`config.mk`:
```
export PLATFORM = sky130hd
export DESIGN_NAME = alu_op_sequencer
export DESIGN_NICKNAME = d
export VERILOG_FILES = /design/src/rtl/alu_op_sequencer.sv
export SDC_FILE = /design/constraint.sdc
export NUM_CORES = 1
export LEC_CHECK = 0
export ABC_AREA = 1
export ABC_CLOCK_PERIOD_IN_PS = 4700
export BUFFER_PORTS_ARGS = -buffer_cell sky130_fd_sc_hd__buf_2
export CAP_MARGIN = 25
export CORE_ASPECT_RATIO = 0.6
export CORE_MARGIN = 2
export CORE_UTILIZATION = 59
export CTS_BUF_LIST = sky130_fd_sc_hd__clkbuf_4 sky130_fd_sc_hd__clkbuf_8 sky130_fd_sc_hd__clkbuf_16
export DETAILED_ROUTE_END_ITERATION = 12
export PLACE_DENSITY = 0.83
export RECOVER_POWER = 50
export SYNTH_ARGS = -nofsm -noshare
export SYNTH_HDL_FRONTEND = slang
export SYNTH_SLANG_ARGS = --single-unit
```
`constraint.sdc`:
```
create_clock -name clk -period 4.7 [get_ports clk]
set_clock_uncertainty 0.1 [all_clocks]
set_input_delay 0 -clock clk [delete_from_list [all_inputs] [get_ports clk]]
set_output_delay 0 -clock clk [all_outputs]
set_load 0.01 [all_outputs]
```
`src/rtl/alu_op_sequencer.sv`:
```
// Initiator for one combinational alu: buffers valid/ready commands in a FIFO, issues them one at
// a time and returns captured results in command order with an error flag.
module alu_op_sequencer #(
  parameter int unsigned DATASIZE   = 8,
  parameter int unsigned FIFO_DEPTH = 4,
  localparam int unsigned SELSIZE   = 4,
  localparam int unsigned PW        = $clog2(FIFO_DEPTH),
  localparam int unsigned CW        = PW + 1
) (
  input  logic                  clk,
  input  logic                  rst_n,
  input  logic                  cmd_valid,
  output logic                  cmd_ready,
  input  logic [SELSIZE-1:0]    cmd_op,
  input  logic [DATASIZE-1:0]   cmd_a,
  input  logic [DATASIZE-1:0]   cmd_b,
  output logic [DATASIZE-1:0]   alu_in1,
  output logic [DATASIZE-1:0]   alu_in2,
  output logic [SELSIZE-1:0]    alu_sel,
  input  logic [2*DATASIZE-1:0] alu_out,
  output logic                  rsp_valid,
  input  logic                  rsp_ready,
  output logic [2*DATASIZE-1:0] rsp_data,
  output logic [SELSIZE-1:0]    rsp_op,
  output logic                  rsp_err,
  output logic [CW-1:0]         fifo_count
);

  localparam logic [SELSIZE-1:0] OpNop = 4'd0;
  localparam logic [SELSIZE-1:0] OpDiv = 4'd4;
  localparam logic [SELSIZE-1:0] OpXor = 4'd10;

  typedef enum logic [1:0] {StIdle, StDrive, StResp} state_e;

  state_e state_q, state_d;

  logic [SELSIZE-1:0]  fifo_op [FIFO_DEPTH];
  logic [DATASIZE-1:0] fifo_a  [FIFO_DEPTH];
  logic [DATASIZE-1:0] fifo_b  [FIFO_DEPTH];
  logic [PW-1:0]       wr_ptr_q, rd_ptr_q;
  logic [CW-1:0]       count_q;
  logic                push, pop, fifo_empty;

  logic [SELSIZE-1:0]    op_q;
  logic [DATASIZE-1:0]   a_q, b_q;
  logic                  op_legal, div_zero;
  logic [2*DATASIZE-1:0] rsp_data_q;
  logic [SELSIZE-1:0]    rsp_op_q;
  logic                  rsp_err_q;

  // Ready depends only on the registered count, so a pop never opens a same-cycle slot.
  assign cmd_ready  = (count_q != CW'(FIFO_DEPTH));
  assign fifo_count = count_q;
  assign fifo_empty = (count_q == '0);
  assign push       = cmd_valid && cmd_ready;

  always_comb begin
    pop = 1'b0;
    unique case (state_q)
      StIdle:  pop = !fifo_empty;
      StResp:  pop = rsp_ready && !fifo_empty;
      default: pop = 1'b0;
    endcase
  end

  always_ff @(posedge clk) begin
    if (push) begin
      fifo_op[wr_ptr_q] <= cmd_op;
      fifo_a[wr_ptr_q]  <= cmd_a;
      fifo_b[wr_ptr_q]  <= cmd_b;
    end
  end

  always_ff @(posedge clk or negedge rst_n) begin
    if (!rst_n) begin
      wr_ptr_q <= '0;
      rd_ptr_q <= '0;
      count_q  <= '0;
    end else begin
      if (push) wr_ptr_q <= wr_ptr_q + PW'(1);
      if (pop)  rd_ptr_q <= rd_ptr_q + PW'(1);
      unique case ({push, pop})
        2'b10:   count_q <= count_q + CW'(1);
        2'b01:   count_q <= count_q - CW'(1);
        default: count_q <= count_q;
      endcase
    end
  end

  always_ff @(posedge clk or negedge rst_n) begin
    if (!rst_n) begin
      op_q <= OpNop;
      a_q  <= '0;
      b_q  <= '0;
    end else if (pop) begin
      op_q <= fifo_op[rd_ptr_q];
      a_q  <= fifo_a[rd_ptr_q];
      b_q  <= fifo_b[rd_ptr_q];
    end
  end

  assign op_legal = (op_q <= OpXor);
  assign div_zero = (op_q == OpDiv) && (b_q == '0);

  always_ff @(posedge clk or negedge rst_n) begin
    if (!rst_n) begin
      state_q <= StIdle;
    end else begin
      state_q <= state_d;
    end
  end

  always_comb begin
    state_d = state_q;
    unique case (state_q)
      StIdle:  if (!fifo_empty) state_d = StDrive;
      StDrive: state_d = StResp;
      StResp:  if (rsp_ready) state_d = fifo_empty ? StIdle : StDrive;
      default: state_d = StIdle;
    endcase
  end

  always_comb begin
    alu_in1   = '0;
    alu_in2   = '0;
    alu_sel   = OpNop;
    rsp_valid = (state_q == StResp);
    if (state_q == StDrive) begin
      alu_in1 = a_q;
      alu_in2 = b_q;
      alu_sel = op_legal ? op_q : OpNop;
    end
  end

  // Result is captured at the end of the single DRIVE cycle and held through RESP.
  always_ff @(posedge clk or negedge rst_n) begin
    if (!rst_n) begin
      rsp_data_q <= '0;
      rsp_op_q   <= OpNop;
      rsp_err_q  <= 1'b0;
    end else if (state_q == StDrive) begin
      rsp_op_q <= op_q;
      if (!op_legal) begin
        rsp_data_q <= '0;
        rsp_err_q  <= 1'b1;
      end else if (div_zero) begin
        rsp_data_q <= '1;
        rsp_err_q  <= 1'b1;
      end else begin
        rsp_data_q <= alu_out;
        rsp_err_q  <= 1'b0;
      end
    end
  end

  assign rsp_data = rsp_data_q;
  assign rsp_op   = rsp_op_q;
  assign rsp_err  = rsp_err_q;

endmodule

```
==> results_dict.tcl, run 1 <==
set metrics [dict create \
    drive_gt1_share_pct 14.09 \
    clkTransAtPathRegs_ns 0.06 \
    cts_resized 0 \
    crit_fanout 24 \
    initialDrtViolationCount 307 \
    synth_cells 534 \
    ys_ff_latch 130 \
    avgSynthCellArea_sq_um 10.15 \
    syn2layout_area_growth_pct 28.11 \
    routed_wl_um 12580 \
    tritoncts "yes" \
    max_freq_mhz 380.4 \
    yosysWarnings 0 \
    hp-class "in -> reg" \
    routabilityCongestion 0.7901 \
    cap_violations 0 \
    cp.required_ns 4.89 \
    synth_compound_area_share_pct 6.554 \
    vias 4145 \
    p_clk_share_pct 28.6 \
    yosys.area_share.simple_pct 17.91 \
    critPathSlowestCell "inv_2" \
    ios 86 \
    startpoint_type "flip-flop" \
    cts_setup_buffers 0 \
    grt_pass1_wl_um 19980 \
    slew_viol_final 0 \
    synth-xor-area-share_pct 0.4847 \
    switchingPower_w 0.001751 \
    grt_max_degree 44 \
    hold_buffers 39 \
    fp-row-count 27 \
    n_antenna_cell 0 \
    cellLeakagePower_nw 3.091 \
    antenna_found_initial 0 \
    cts.path.max_buffers 2 \
    routed_via_density 5.247 \
    grt_pass1_vias 3948 \
    outcome "finished, final reports clean" \
    muxShareOfSynthArea_pct 0 \
    io_buffer_count 85 \
    htreeDepth 4 \
    fp.dieH_um 78.25 \
    ys_types 24 \
    finalSetupViolCount 0 \
    swShare_pct 36.71 \
    syn_nets 580 \
    grt_usage_pct 26.71 \
    post_synth_fa_ha_maj_area_fraction_pct 1.523 \
    cpMostUsedCell "inv_1" \
    dp_slack_ns 2.117 \
    slowest_delay_ns 0.43 \
    cts_sinks 130 \
    worst_slew_pin_slew_ns 1.397 \
    worstSetupEndpointType "flip-flop" \
    power_frac_comb_pct 34.3 \
    worst_skew_pair.late_latency_ns 0.41 \
    grt-ovfl-total 0 \
    worst_slack_ns 2.071 \
    wl_per_cell_um 15.93 \
    setup_tns_ns 0 \
    p_int_w 0.003018 \
    period_needed_ns 2.629 \
    cts_made_buffers 17 \
    drc 0 \
    hold_violations 0 \
    design.die.area_sq_mm 0.009997 \
    seqPwrFrac_pct 37.2 \
    worstPathArrival_ns 2.81 \
    relSlewSlack_pct 6.847 \
    fp.dieW_um 127.8 \
    core-area_sq_mm 0.009054 \
    ir_drop_v 0.0003206 \
    p_per_area_mw_per_mm2 686.6 \
    drtPass1Iterations 5 \
    synth_top_family_by_area "simple AND/OR/NAND/NOR gates" \
    start_util_pct 59.88 \
    dpl.hpwl_um 7389 \
    seq_area_frac_synth_pct 67.39 \
    ant_nets 0 \
    synth_area_sq_mm 0.005421 \
    cts_root_buffer "clkbuf_16" \
    crit_type "reg -> reg" \
    rsz0062_at_grt "no" \
    path_cells "inv_1 -> nor2_1 -> nor2_2 -> nand2_2 -> inv_2 -> ha_1 -> inv_1 -> fa_1 -> a21oi_1 -> o21ai_0 -> xor2_1" \
    timing.final.crit_share_pct 55.93 \
    num-nets-final 707 \
]
## state kept, by name, indices dropped and copies added (netlist names), 3 cells and up
register    cells
fifo_a         32
fifo_b         32
rsp_op          4
a_q             8
fifo_op        16
rsp_data       16
b_q             8
op_q            4
fifo_count      3
## cell usage in the layout (no fill, tap or decap)
cell type      count
bufinv_16          4
dlygate4sd3_1     39
xnor2_1            1
nor2_2            10
buf_4              2
clkinvlp_4         2
nor3_1             2
o21ai_0           50
inv_2              3
buf_16             4
dfrtp_1           50
ha_1               5
o21ai_1           16
nand2_1          138
clkinv_4           1
xor2_1             2
buf_2             42
nor2_4             1
clkinv_1           4
clkinv_2           1
nor2_1            90
clkbuf_1          44
edfxtp_1          80
a21oi_1            5
clkbuf_4           3
nand3_1            2
nand2_2            5
inv_1             50
clkbuf_16         17
fa_1               1
## logic make-up (layout without fill, tap and decap cells)
| group | Yosys count | after routing |
|---|---|---|
| xor gates and xnor gates | 3 | 3 |
| DFF | 130 | 130 |
| adders and majority gates | 6 | 6 |
| and+or+nand+nor | 248 | 248 |
| buffers and inverters | 76 | 216 |
| AOI/OAI and AO/OA | 71 | 71 |
## layout make-up
cell class | instances | area (sq um)
fill | 599 | 2108
inverter | 53 | 198.9
multi-input combinational | 328 | 1445
sequential | 130 | 3654
clock inverter | 12 | 163.9
clock buffer | 20 | 447.9
tap | 116 | 145.1
timing repair buffer | 131 | 890.9
## power by group through the flow
stage / Combinational (W) / Sequential [W] / Clock [W]
global placement: 0.00146 / 0.00176 / 0
detailed placement: 0.00160 / 0.00178 / 0
global route: 0.00184 / 0.00180 / 0.00142
CTS: 0.00166 / 0.00177 / 0.00137
floorplan: 0.00105 / 0.00179 / 0
finish: 0.00163 / 0.00177 / 0.00136
## metal layers
metal	vias up	GRT usage, %	share of wire (%)
met5	-	0	0
met4	0	10.00	1.7
met3	19	6.408	8.1
met2	179	44.28	48
met1	1980	34.83	42
li1	1967	-	-
## metrics by stage
| stage | hold slack (ns) | utilization, % | instance area [sq um] | power (W) | std cells |
|---|---|---|---|---|---|
| final | 0.3013 | 76.71 | 6945 | 0.004769 | 790 |
| after global routing | 0.3017 | 76.71 | 6945 | 0.005070 | 790 |
| after CTS | 0.03817 | 77.49 | 7015 | 0.004795 | 790 |
| after detailed placement | -0.06005 | 66.42 | 6013 | 0.003379 | 719 |
| after global placement | 0.1106 | 64.98 | 5883 | 0.003225 | 714 |
| after floorplan | -0.3956 | - | 5421 | 0.002842 | 534 |
## worst max-delay path: cells and delay by family (launching register included)
family          cells  cell delay (ns)
compound gates      2             0.25
xor+xnor            1             0.15
fa+ha+maj           2             0.59
buf+inv             3             0.59
flops               1             0.37
simple gates        3             0.46
## path summary, 6_finish.rpt
path                            startpoint  cells after the start       endpoint  slack (ns)
worst max-delay path            state_q[1]                     11  fifo_count[2]        2.07
max in group asynchronous            rst_n                      3         b_q[1]        2.20
min in group asynchronous            rst_n                      2    rsp_data[9]        0.37
worst max register to register  state_q[1]                     11  fifo_count[2]        2.07
worst min-delay path              cmd_a[2]                      2   fifo_a[1][2]        0.30
worst min register to register  state_q[1]                      1     state_q[1]        0.34
## synthesized netlist by cell type
cell      instances  area [sq um]
clkbuf_2          1         5.000
clkbuf_1          1         3.750
inv_2             4         15.01
edfxtp_1         80          2402
nor2_1           94         352.8
buf_1             2         7.510
buf_2            13         65.06
xor2_1            2         17.52
ha_1              5         62.56
nor2_2            6         37.54
o21ai_0          50         250.2
buf_4             4         30.03
inv_1            49         183.9
buf_6             2         22.52
nor3_1            2         10.01
xnor2_1           1         8.760
nand2_2           5         31.28
dfrtp_1          50          1251
nand3_1           2         10.01
nand2_1         138         518.0
a21oi_1           5         25.02
fa_1              1         20.02
o21ai_1          16         80.08
nor2_4            1         11.26
(Power assumes the default switching activity.)
==> inputs of run 2 (changes only) <==
--- a/config.mk
+++ b/config.mk
@@ -6,15 +6,15 @@
 export NUM_CORES = 1
 export LEC_CHECK = 0
 export ABC_AREA = 1
-export ABC_CLOCK_PERIOD_IN_PS = 4700
+export ABC_CLOCK_PERIOD_IN_PS = 2200
 export BUFFER_PORTS_ARGS = -buffer_cell sky130_fd_sc_hd__buf_2
 export CAP_MARGIN = 25
 export CORE_ASPECT_RATIO = 0.6
 export CORE_MARGIN = 2
-export CORE_UTILIZATION = 59
+export CORE_UTILIZATION = 51
 export CTS_BUF_LIST = sky130_fd_sc_hd__clkbuf_4 sky130_fd_sc_hd__clkbuf_8 sky130_fd_sc_hd__clkbuf_16
 export DETAILED_ROUTE_END_ITERATION = 12
-export PLACE_DENSITY = 0.83
+export PLACE_DENSITY = 0.76
 export RECOVER_POWER = 50
 export SYNTH_ARGS = -nofsm -noshare
 export SYNTH_HDL_FRONTEND = slang
==> constraint.sdc (replaced) <==
create_clock -name clk -period 2.2 [get_ports clk]
set_clock_uncertainty 0.1 [all_clocks]
set_input_delay 0 -clock clk [delete_from_list [all_inputs] [get_ports clk]]
set_output_delay 0 -clock clk [all_outputs]
set_load 0.01 [all_outputs]
==> results_dict.tcl, run 2 (synthesis gave the netlist of run 1 again) <==
set metrics [dict create \
    cellLeakagePower_nw 3.115 \
    slew_viol_final 0 \
    core-area_sq_mm 0.01045 \
    outcome "finished, final reports clean" \
    fp-row-count 29 \
    grt_max_degree 51 \
    ant_nets 0 \
    mostFrequentLayoutCell "nand2_1" \
    fp.dieH_um 83.87 \
    cpMostUsedCell "inv_1" \
    worstPathArrival_ns 2.25 \
    dp_slack_ns 0.1488 \
    startpoint "fifo_count[0]" \
    syn2layout_area_growth_pct 28.99 \
    min_from "cmd_b[5]" \
    r2r_start "fifo_count[0]" \
    n_antenna_cell 0 \
    hp-class "in -> reg" \
    crit_fanout 3 \
    io_buffer_count 85 \
    cts_root_buffer "clkbuf_16" \
    routabilityCongestion 0.7642 \
    cts.path.max_buffers 2 \
    cts_sinks 130 \
    htreeDepth 4 \
    cts_setup_buffers 0 \
    startpoint_type "flip-flop" \
    timing.final.crit_share_pct 93.64 \
    finalSetupViolCount 0 \
    cts_resized 0 \
    grt_pass1_vias 3876 \
    path_cells "inv_1 -> nand3_1 -> nand2_2 -> ha_1 -> inv_1 -> fa_1 -> a21oi_1 -> o21ai_0 -> xor2_1" \
    critPathSlowestCell "dfrtp_1" \
    initialDrtViolationCount 246 \
    final_cell_mix "nand2_1, nor2_1, edfxtp_1" \
    routed_wl_um 12010 \
    worstSetupEndpointType "flip-flop" \
    grt_pass1_wl_um 19220 \
    design.die.area_sq_mm 0.01150 \
    fin_util_pct 66.92 \
    worst_slack_ns 0.1398 \
    path_delay_family "adder cells" \
    ios 86 \
    slowest_delay_ns 0.40 \
    p_per_area_mw_per_mm2 1471 \
    dp.cells 747 \
    hold_buffers 39 \
    grt_usage_pct 22.34 \
    fp.dieW_um 137.1 \
    cap_violations 0 \
    top_regs "fifo_a (32), fifo_b (32)" \
    drc 0 \
    hold_violations 0 \
    vias 4021 \
    drtPass1Iterations 5 \
    finalPower_w 0.01029 \
    crit_type "reg -> reg" \
    grt-ovfl-total 0 \
    setup_tns_ns 0 \
    routed_via_density 4.916 \
    tritoncts "yes" \
    worst-path-buf-inv 2 \
    dpl.hpwl_um 7223 \
    clkTransAtPathRegs_ns 0.06 \
    antenna_found_initial 0 \
    relSlewSlack_pct 12.27 \
    drive_gt1_share_pct 15.76 \
    layout.cells.non_filler 818 \
    period_needed_ns 2.060 \
    cp.required_ns 2.39 \
    ir_drop_v 0.0009514 \
    worst_slew_pin_slew_ns 1.316 \
    max_freq_mhz 485.4 \
    wl_per_cell_um 14.68 \
    num-nets-final 712 \
    start_util_pct 51.88 \
    worst_skew_pair.late_latency_ns 0.41 \
    cts_made_buffers 17 \
    rsz0062_at_grt "no" \
]
[run 2: cell types whose count changed in the layout (fill, tap and decap cells not counted), moves of 2 or more]
cell and delta:
buf_16 -4, buf_4 +8, clkbuf_1 -2, clkbuf_4 -3
clkinv_1 -4, clkinv_4 +3
[run 2: layer usage]
layer | share of wire (%) | GRT usage, %
met2 | 46 | 35.96
met1 | 47 | 30.32
met4 | 1.1 | 6.748
met3 | 6.1 | 5.404
met5 | 0 | 0
[run 2: metrics by stage]
stage | cell area, sq um | hold WS, ns
2_1_floorplan | 5421 | -0.3956
3_3_place_gp | 6000 | 0.04713
3_5_place_dp | 6000 | 0.06359
4_1_cts | 7048 | 0.1591
5_1_grt | 6993 | 0.3178
6_report | 6993 | 0.2815
[run 2: path summary, 6_finish.rpt]
| check | end | slack [ns] | depth (start not counted) |
|---|---|---|---|
| worst max-delay path | fifo_count[2] | 0.14 | 9 |
| worst min-delay path | fifo_b[3][5] | 0.28 | 2 |
| worst max register to register | fifo_count[2] | 0.14 | 9 |
| worst min register to register | state_q[1] | 0.37 | 1 |
| max in group asynchronous | b_q[5] | 0.81 | 3 |
| min in group asynchronous | fifo_count[2] | 0.39 | 3 |
[run 2: layout make-up]
class | count | area, sq um
Clock buffer | 17 | 425.4
Clock inverter | 15 | 232.7
Fill cell | 809 | 3457
Inverter | 53 | 198.9
Multi-Input combinational cell | 328 | 1445
Sequential cell | 130 | 3654
Tap cell | 139 | 173.9
Timing Repair Buffer | 136 | 863.3
[run 2: power by group]
part | switching [W] | internal (W) | total (W)
clock | 0.00108 | 0.00202 | 0.00310
combinational | 0.00228 | 0.00113 | 0.00341
sequential | 0.000385 | 0.00339 | 0.00378
==> inputs of run 3 (changes only) <==
--- a/config.mk
+++ b/config.mk
@@ -14,7 +14,7 @@
 export CORE_UTILIZATION = 51
 export CTS_BUF_LIST = sky130_fd_sc_hd__clkbuf_4 sky130_fd_sc_hd__clkbuf_8 sky130_fd_sc_hd__clkbuf_16
 export DETAILED_ROUTE_END_ITERATION = 12
-export PLACE_DENSITY = 0.76
+export PLACE_DENSITY = 0.74
 export RECOVER_POWER = 50
 export SYNTH_ARGS = -nofsm -noshare
 export SYNTH_HDL_FRONTEND = slang
==> results_dict.tcl, run 3 (synthesis gave the netlist of run 1 again) <==
set metrics [dict create \
    p_per_area_mw_per_mm2 1423 \
    grt_usage_pct 22.19 \
    n_antenna_cell 0 \
    htreeDepth 4 \
    worstSetupEndpointType "flip-flop" \
    period_needed_ns 1.946 \
    setup_tns_ns 0 \
    worst_slew_pin_slew_ns 0.9943 \
    cellLeakagePower_nw 3.082 \
    holdWs_ns 0.1890 \
    design_area_sq_mm 0.006909 \
    worstPathArrival_ns 2.13 \
    vias 4026 \
    crit_type "reg -> reg" \
    core-area_sq_mm 0.01045 \
    max_freq_mhz 513.9 \
    io_buffer_count 85 \
    grt_max_degree 43 \
    fp.dieH_um 83.87 \
    drive_gt1_share_pct 15.00 \
    grt-ovfl-total 0 \
    r2r_start "fifo_count[0]" \
    top_regs "fifo_a (32), fifo_b (32)" \
    cts_made_buffers 17 \
    slew_viol_final 0 \
    grt_pass1_vias 3951 \
    cp.required_ns 2.38 \
    relSlewSlack_pct 33.71 \
    final_cell_mix "nand2_1, nor2_1, edfxtp_1" \
    syn2layout_area_growth_pct 27.44 \
    num-nets-final 713 \
    dpl.hpwl_um 7088 \
    grt_pass1_wl_um 19180 \
    startpoint_type "flip-flop" \
    cts_setup_buffers 0 \
    clkTransAtPathRegs_ns 0.05 \
    rsz0062_at_grt "no" \
    r2r_cells 9 \
    timing.rr.end "fifo_count[2]" \
    ios 86 \
    tritoncts "yes" \
    initialDrtViolationCount 257 \
    hp-class "in -> async" \
    crit_fanout 3 \
    fp-row-count 29 \
    r2r_slack_ns 0.25 \
    drtPass1Iterations 4 \
    ant_nets 0 \
    placed_area_sq_mm 0.006007 \
    ir_drop_v 0.0007772 \
    design.die.area_sq_mm 0.01150 \
    cap_violations 0 \
    fp.dieW_um 137.1 \
    cts.path.max_buffers 2 \
    outcome "finished, final reports clean" \
    start_util_pct 51.88 \
    antenna_found_initial 0 \
    finalSetupViolCount 0 \
    wl_per_cell_um 14.48 \
    hold_violations 0 \
    cts_sinks 130 \
    routabilityCongestion 0.7419 \
    worst_skew_pair.late_latency_ns 0.41 \
    mostFrequentLayoutCell "nand2_1" \
    routed_via_density 4.916 \
    timing.final.crit_share_pct 88.45 \
    drc 0 \
    cts_root_buffer "clkbuf_16" \
    routed_wl_um 11860 \
]
-- run 3: critical path, stage by stage (launching register included) --
cell and delay (ns):
dfrtp_1 0.40, inv_1 0.13, nand3_1 0.11, nand2_2 0.09, ha_1 0.14, inv_1 0.06, fa_1 0.38, a21oi_1 0.14
o21ai_0 0.11, xor2_1 0.16
-- run 3: where the power goes --
group | leakage [nW] | internal, W | total, W | switching, W
combinational | 1.45 | 0.00112 | 0.00336 | 0.00224
sequential | 1.35 | 0.00339 | 0.00377 | 0.000373
clock | 0.286 | 0.00172 | 0.00270 | 0.000985
total | 3.08 | 0.00623 | 0.00983 | 0.00360
-- run 3: how the worst max path moves through the flow --
| stage | cells after the start | from | endpoint |
|---|---|---|---|
| 2_1_floorplan | 4 | fifo_count[0] | fifo_a[0][0] |
| 3_3_place_gp | 11 | state_q[1] | fifo_count[2] |
| 3_5_place_dp | 9 | fifo_count[1] | fifo_count[2] |
| 4_1_cts | 9 | fifo_count[1] | fifo_count[2] |
| 5_1_grt | 9 | fifo_count[0] | fifo_count[2] |
| 6_report | 9 | fifo_count[0] | fifo_count[2] |
-- run 3: metrics by stage --
stage          worst slack (ns)  total power, W  util [%]  std cells
2_1_floorplan           0.03192        0.006072         -        534
3_3_place_gp             0.2990        0.007035     57.48        748
3_5_place_dp             0.2535        0.007175     57.48        748
4_1_cts                  0.2448        0.009959     66.71        819
5_1_grt                 0.07160         0.01055     66.12        819
6_report                 0.2541        0.009832     66.12        819
-- run 3: area by class of cell --
type | instances | area (sq um)
inverters | 53 | 198.9
fillers | 821 | 3541
clock inverters | 11 | 112.6
clock buffers | 21 | 461.7
well taps | 139 | 173.9
flip-flops and latches | 130 | 3654
repair buffers | 137 | 863.3
multi-input cells | 328 | 1445
-- run 3: routing by layer --
| layer | part of all wire [%] | GRT usage, % | vias up |
|---|---|---|---|
| li1 | - | - | 1983 |
| met1 | 47 | 30.15 | 1914 |
| met2 | 46 | 35.32 | 116 |
| met3 | 6.1 | 5.100 | 13 |
| met4 | 1.2 | 7.779 | 0 |
| met5 | 0 | 0 | - |
-- run 3: what timing repair did --
item / 4_1_cts / 5_1_grt
hold buffers: 39 / 0
endpoints found under the hold margin: 137 / 0
resized for setup: 0 / 0
